### config.mk
export PLATFORM = sky130hd
export DESIGN_NAME = avg_window_controller
export DESIGN_NICKNAME = d
export VERILOG_FILES = /design/src/rtl/avg_window_controller.sv
export SDC_FILE = /design/constraint.sdc
export NUM_CORES = 1
export LEC_CHECK = 0
export ABC_AREA = 0
export BUFFER_PORTS_ARGS = -buffer_cell sky130_fd_sc_hd__buf_4
export CAP_MARGIN = 5
export CORE_AREA = 2 2 166 87
export DETAILED_ROUTE_END_ITERATION = 10
export DIE_AREA = 0 0 168 89
export SYNTH_ARGS = -nofsm -noshare
export SYNTH_HDL_FRONTEND = slang
export SYNTH_SLANG_ARGS = --single-unit
### constraint.sdc
create_clock -name i_clk -period 4.84 [get_ports i_clk]
set_input_delay 0.242 -clock i_clk [delete_from_list [all_inputs] [get_ports i_clk]]
set_output_delay 0.242 -clock i_clk [all_outputs]
set_load 0.02 [all_outputs]
### src/rtl/avg_window_controller.sv
// Sequencer for a downstream moving averager. It flushes the averager, waits for the
// window to fill, then paces decimated output-valid pulses while running.
module avg_window_controller #(
    parameter int G_MAX_LENGTH_LOG = 10,
    parameter int G_FLUSH_CYCLES   = 4
) (
    input  logic        i_clk,
    input  logic        i_rst,
    input  logic [15:0] i_control0,
    input  logic [15:0] i_control1,
    input  logic        i_sample_strobe,
    output logic        o_avg_clear,
    output logic        o_avg_enable,
    output logic [3:0]  o_avg_length_log,
    output logic        o_output_valid,
    output logic        o_busy,
    output logic [1:0]  o_state
);
    // state | meaning
    // IDLE  | disabled, averager outputs held low
    // FLUSH | averager clear held for G_FLUSH_CYCLES cycles
    // FILL  | accepting samples until the window holds 2^len samples
    // RUN   | steady state, decimated output-valid pulses
    localparam logic [1:0] S_IDLE  = 2'b00;
    localparam logic [1:0] S_FLUSH = 2'b01;
    localparam logic [1:0] S_FILL  = 2'b10;
    localparam logic [1:0] S_RUN   = 2'b11;

    localparam int              LP_FW         = (G_FLUSH_CYCLES > 1) ? $clog2(G_FLUSH_CYCLES) : 1;
    localparam logic [LP_FW-1:0] LP_FLUSH_LOAD = LP_FW'(G_FLUSH_CYCLES - 1);
    localparam logic [3:0]      LP_MAX_LOG    = 4'(G_MAX_LENGTH_LOG);
    localparam int              LP_CW         = G_MAX_LENGTH_LOG + 1;

    logic [1:0]       r_state;
    logic [1:0]       w_state_next;
    logic [LP_FW-1:0] r_flush_cnt;
    logic [LP_FW-1:0] w_flush_cnt_next;
    logic [LP_CW-1:0] r_fill_cnt;
    logic [LP_CW-1:0] w_fill_cnt_next;
    logic [15:0]      r_dec_cnt;
    logic [15:0]      w_dec_cnt_next;
    logic [3:0]       r_len;
    logic [3:0]       w_len_next;
    logic             r_avg_clear;
    logic             w_avg_clear_next;
    logic             r_output_valid;
    logic             w_output_valid_next;

    logic             w_en;
    logic [3:0]       w_lreq;
    logic             w_len_chg;
    logic [LP_CW-1:0] w_fill_target;
    logic             w_fill_done;
    logic [15:0]      w_deff_m1;
    logic             w_dec_wrap;
    logic             w_unused_ctrl;

    assign w_en          = i_control0[15];
    assign w_lreq        = (i_control0[3:0] > LP_MAX_LOG) ? LP_MAX_LOG : i_control0[3:0];
    assign w_len_chg     = (w_lreq != r_len);
    assign w_fill_target = LP_CW'(1) << r_len;
    assign w_fill_done   = i_sample_strobe && ((r_fill_cnt + LP_CW'(1)) == w_fill_target);
    assign w_deff_m1     = (i_control1 == 16'd0) ? 16'd0 : (i_control1 - 16'd1);
    // >= rather than == so a decimation factor lowered mid-run wraps at once instead of stalling
    assign w_dec_wrap    = (r_dec_cnt >= w_deff_m1);
    assign w_unused_ctrl = ^i_control0[14:4];

    always_ff @(posedge i_clk or posedge i_rst) begin
        if (i_rst) begin
            r_state <= S_IDLE;
        end else begin
            r_state <= w_state_next;
        end
    end

    always_comb begin
        w_state_next = r_state;
        if (!w_en) begin
            w_state_next = S_IDLE;
        end else begin
            case (r_state)
                S_IDLE:  w_state_next = S_FLUSH;
                S_FLUSH: begin
                    if (w_len_chg)               w_state_next = S_FLUSH;
                    else if (r_flush_cnt == '0)  w_state_next = S_FILL;
                end
                S_FILL: begin
                    if (w_len_chg)               w_state_next = S_FLUSH;
                    else if (w_fill_done)        w_state_next = S_RUN;
                end
                S_RUN: begin
                    if (w_len_chg)               w_state_next = S_FLUSH;
                end
                default: w_state_next = S_IDLE;
            endcase
        end
    end

    always_comb begin
        w_len_next = r_len;
        if (w_en && ((r_state == S_IDLE) || w_len_chg)) begin
            w_len_next = w_lreq;
        end

        w_flush_cnt_next = r_flush_cnt;
        if ((w_state_next == S_FLUSH) && ((r_state != S_FLUSH) || w_len_chg)) begin
            w_flush_cnt_next = LP_FLUSH_LOAD;
        end else if ((r_state == S_FLUSH) && (r_flush_cnt != '0)) begin
            w_flush_cnt_next = r_flush_cnt - LP_FW'(1);
        end

        w_fill_cnt_next = '0;
        if (r_state == S_FILL) begin
            w_fill_cnt_next = i_sample_strobe ? (r_fill_cnt + LP_CW'(1)) : r_fill_cnt;
        end

        w_dec_cnt_next      = '0;
        w_output_valid_next = 1'b0;
        if ((r_state == S_RUN) && (w_state_next == S_RUN)) begin
            w_dec_cnt_next = r_dec_cnt;
            if (i_sample_strobe) begin
                w_dec_cnt_next      = w_dec_wrap ? 16'd0 : (r_dec_cnt + 16'd1);
                w_output_valid_next = w_dec_wrap;
            end
        end

        w_avg_clear_next = (w_state_next == S_FLUSH);
    end

    always_ff @(posedge i_clk or posedge i_rst) begin
        if (i_rst) begin
            r_flush_cnt    <= '0;
            r_fill_cnt     <= '0;
            r_dec_cnt      <= '0;
            r_len          <= '0;
            r_avg_clear    <= 1'b0;
            r_output_valid <= 1'b0;
        end else begin
            r_flush_cnt    <= w_flush_cnt_next;
            r_fill_cnt     <= w_fill_cnt_next;
            r_dec_cnt      <= w_dec_cnt_next;
            r_len          <= w_len_next;
            r_avg_clear    <= w_avg_clear_next;
            r_output_valid <= w_output_valid_next;
        end
    end

    assign o_state          = r_state;
    assign o_avg_clear      = r_avg_clear;
    assign o_output_valid   = r_output_valid;
    assign o_avg_length_log = r_len;
    assign o_busy           = (r_state == S_FLUSH) || (r_state == S_FILL);
    assign o_avg_enable     = !i_rst && i_sample_strobe && ((r_state == S_FILL) || (r_state == S_RUN));

endmodule

---- Yosys cells after proc, flatten, opt, wreduce, memory -nomap -nowiden ----
Cells that the tools add are included.
cells by class
  add/subtract/negate cells ............... 4
  muxes and demuxes ....................... 18
  shift-type cells ........................ 1
  equality and inequality tests ........... 10
  order comparisons ....................... 2
  reductions and logical operators ........ 17
operators with widths
  kind                                                  count
  2-to-1 mux 16 bit                                     4
  2-to-1 mux 11 bit                                     2
  adder 16 x 1 -> 16 bit (second input constant)        1
  greater-or-equal comparator 16 bit                    1
  logical NOT 16 bit                                    1
  2-to-1 mux 2 bit                                      8
  subtractor 16 x 1 -> 16 bit (second input constant)   1
  adder 11 x 1 -> 11 bit (second input constant)        1
  equality test 11 bit                                  1
  << shifter 1 x 4 -> 11 bit (first input constant)     1
  one-hot mux 2 bit (4 select lines)                    1
  logical AND 1 bit                                     7
  equality test 2 bit (second input constant)           3
  equality test 2 x 1 -> 1 bit (second input constant)  2
  > comparator 4 bit (second input constant)            1
  logical NOT 2 bit                                     2
  logical OR 1 bit                                      4
  2-to-1 mux 4 bit                                      1
  != test 2 bit (second input constant)                 2
  != test 4 bit                                         1
  nonzero test 2 bit                                    2
  2-to-1 mux 1 bit                                      2
  != test 2 x 1 -> 1 bit (second input constant)        1
  subtractor 2 x 1 -> 2 bit (second input constant)     1
  logical NOT 1 bit                                     1
word-level totals
  register bits after elaboration ......... 37
  word-level logic and storage cells ...... 59
  output and inout bits ................... 10
  input port bits ......................... 35

---- Depth between registers and ports, before layout ----
  depth after elaboration ................. 10
  depth in mapped cells ................... 14
  gate-level depth less buffers ........... 13

---- Least setup slack after synthesis ----
No wires, ideal clock.
  path kind ............................... input -> register
  start ................................... input i_control1[3]
  end ..................................... register r_dec_cnt[13]
  buffers on the path ..................... 1
  arrival ................................. 3345 ps
  cell stages on the path ................. 13
  library setup time ...................... 82 ps
  slack ................................... 1414 ps
  cells stage by stage .................... or3_1 > nor4_2 > nand4b_1 > and2_1 > ha_1 > nand2b_1 > a211oi_2 > o221ai_1 > a221o_1 > a221oi_4 > buf_6 > nand3b_1 > a31oi_1
between the ends
  word-level cells in the longest chain between the ends .. 6
  elaborated cells on any way between the ends .. 7
RTL lines
  what                                                               RTL line  source
  start, declared                                                    10        input logic [15:0] i_control1,
  subtractor 16 x 1 -> 16 bit or logical NOT 16 bit (tied branches)  63        assign w_deff_m1 = (i_control1 == 16'd0) ? 16'd0 : (i_control1 - 16'd1);
  2-to-1 mux 16 bit (*)                                              63
  greater-or-equal comparator 16 bit (*)                             65        assign w_dec_wrap = (r_dec_cnt >= w_deff_m1);
  2-to-1 mux 16 bit (*)                                              122       w_dec_cnt_next = w_dec_wrap ? 16'd0 : (r_dec_cnt + 16'd1);
  2-to-1 mux 16 bit (*)                                              121       if (i_sample_strobe) begin
  2-to-1 mux 16 bit (*)                                              119       if ((r_state == S_RUN) && (w_state_next == S_RUN)) begin
  end signal, assigned                                               141       r_dec_cnt <= w_dec_cnt_next;
  end, declared                                                      40        logic [15:0] r_dec_cnt;
Every way passes the cells marked *; elsewhere a longest branch is shown, timed or not. The select of a mux whose other input is x is not followed.
A chain may end at the register's enable or synchronous reset.

---- Worst setup path in the final report ----
Same ends and word-level chain as after synthesis.

==> flow_metrics.tcl <==
set metrics [dict create \
    slew_headroom_pct 60.0 \
    wl_per_cell_um 13.1 \
    fin_tns_setup_ns 0 \
    avgSynthCellArea_sq_um 8.81 \
    postLayoutCoreUtil_pct 27.9 \
    die_h_um 89 \
    rsz0062_at_grt "no" \
    crit_slowest_cell "a221oi_4" \
    critical-path-top-delay-family "compound AO/OA/AOI/OAI gates" \
    synthTopCellsByArea "dfrtp_1 (29%), ha_1 (9.9%), nand2_1 (6.1%), xnor2_1 (5.5%), xor2_1 (5.5%)" \
    yosysUniqueCellTypes 58 \
    holdWs_ns 0.0886 \
    worstPathMaxFanout 16 \
    min_path_type "in -> async" \
    max_stage_delay_ns 0.59 \
    crit_top_cell "buf_4" \
    diodes 0 \
    hpwl_um 5390 \
    arrival_ns 3.99 \
    cts-root-buf "clkbuf_16" \
    synthCells 359 \
    ir_drop_mv 0.111 \
    synth_nets 419 \
    powerDensity_nw_per_um2 214 \
    clk_pin_slew_ns 0.06 \
    synth_top_area_share_pct 29.3 \
    yosysMostFrequentCell "nand2_1" \
    finClkSkew_ns 0.00350 \
    yosys.area.top_type "dfrtp_1" \
    vias 2674 \
    status "completed" \
    cts-resized-gates 0 \
    startpoint_type "input pin" \
    synth-seq-area-share_pct 29.3 \
    crit_buf_inv 3 \
    drc_errors 0 \
    async_flop_share_pct 100 \
    start_util_pct 23.7 \
    dp_slack_ns 0.755 \
    drive_gt1_share_pct 13.6 \
    via_per_inst 4.72 \
    fin_crit_ns 3.78 \
    grt_use_total_pct 10.8 \
    dpl-instance-area_sq_um 3580 \
    routed_wl_um 7420 \
    first_pass_iters 4 \
    power_uw 794 \
    io_buffers 33 \
    fin_ws_ns 1.06 \
    syn_area_sq_um 3160 \
    std_cell_rows 30 \
    place_inst 558 \
    fin_crit_sh_pct 78.2 \
    antenna_left 0 \
    ys_warn_count 0 \
    required_ns 5.04 \
    cts_buffers 5 \
    final_area_sq_um 3710 \
    syn2layout_area_growth_pct 17.5 \
    slew_viol_final 0 \
    cts_sinks 37 \
    die_x_um 168 \
    core_area_sq_um 13300 \
    ys.flop_type "dfrtp_1" \
    p_leak_nw 1.60 \
    clkLatencyLatePin_ns 0.29 \
    routabilityCongestion 0.746 \
    tightest_slew_ns 0.600 \
    grt_pass1_wl_um 12800 \
    finalNonFillerCells 566 \
    gr-total-overflow 0 \
    cts.hold.buffers_added 0 \
    post_cts_buffers 0 \
    grt_max_degree 38 \
    ios 45 \
    yosys-top-cells-count "nand2_1 (51), dfrtp_1 (37), ha_1 (25)" \
    initialDrtViolationCount 86 \
    grt_antenna_before_repair 0 \
    grt_pass1_vias 2625 \
    clockBufferDepth 2 \
    final_net_count 449 \
    h-tree-depth 2 \
    fmax_mhz 264 \
    end_kind "register" \
    critPathKind "in -> reg" \
    dieArea_sq_um 15000 \
    setup_viol 0 \
    cap_violations 0 \
    synth-edff-count 0 \
    hold_viol 0 \
    cts_tree "built" \
    synth-seq-cells 37 \
    path_cells "buf_4, or3_1, nor4_2, nand4b_1, buf_4, and2_1, ha_1, nand2b_1, a211oi_2, o221ai_1, a221o_1, a221oi_4, buf_4, nand4b_1, a31oi_1" \
]
==> metal layers <==
| layer | global-route usage, % | vias up | wire, um |
|---|---|---|---|
| met3 | 2.39 | 8 | 278 |
| met5 | 0 | - | 0 |
| met2 | 16.8 | 42 | 3010 |
| li1 | - | 1356 | - |
| met1 | 14.9 | 1268 | 4020 |
| met4 | 4.03 | 0 | 108 |
==> cell usage in the layout (no fill, tap or decap), types with 5 or more instances in the layout <==
master     count
clkbuf_16      5
nor3_1        13
a21oi_1        9
o21ai_0       11
a31oi_1        7
nand4b_1       7
nand3_1       12
xor2_1        20
or3_1          7
a21o_1         5
inv_1         12
buf_4         36
nand2_1       51
xnor2_1       20
dfrtp_1       37
nand4_1        9
ha_1          25
nor2_1        13
nand3b_1       5
nor4_1         8
and3_1         7
and2_1        12
==> sequential cells by signal, indices dropped and copies added (netlist names) <==
register          flops
o_output_valid        1
r_dec_cnt            16
o_state               2
r_fill_cnt           11
o_avg_length_log      4
o_avg_clear           1
r_flush_cnt           2
==> cell families after synthesis <==
logic type	Yosys count	synth area share, %
adder cells (fa/ha/maj)	25	9.89
multiplexers	3	0.989
flip-flops	37	29.3
buffers and inverters	26	3.92
AO/OA/AOI/OAI	55	12.2
XOR/XNOR	43	13.1
AND/OR/NAND/NOR	170	30.7
==> worst paths after layout <==
check                                      startpoint                               to  slack (ns)  cells after the start
max                                     i_control1[3]        r_dec_cnt[13]$_DFFE_PP0P_        1.06                     15
min                                             i_rst            o_avg_clear$_DFF_PP0_        0.09                      3
max reg2reg                  r_dec_cnt[0]$_DFFE_PP0P_        r_dec_cnt[13]$_DFFE_PP0P_        1.92                     10
min reg2reg                r_flush_cnt[1]$_DFFE_PP0P_       r_flush_cnt[1]$_DFFE_PP0P_        0.52                      2
max in group asynchronous                       i_rst         r_dec_cnt[0]$_DFFE_PP0P_        4.39                      3
min in group i_clk                      i_control0[0]  o_avg_length_log[0]$_DFFE_PP0P_        0.22                      3
==> worst min-delay path: stages <==
cell   delay [ns]
buf_4        0.11
inv_1        0.04
buf_4        0.42
==> where the power goes <==
group	leakage, nW	switching [mW]	total [mW]	internal (mW)
sequential	0.499	0.0192	0.339	0.320
combinational	1.03	0.0718	0.137	0.0651
clock	0.0652	0.127	0.318	0.192
total	1.60	0.217	0.794	0.576
==> area by class of cell <==
cell class                 count  area (sq um)
clock buffer                   8           136
fill                        1412          9610
inverter                      13          48.8
multi-input combinational    296          2110
sequential                    37           926
tap                          176           220
timing repair buffer          36           270
Note: power is estimated with default switching activity, not from simulation.
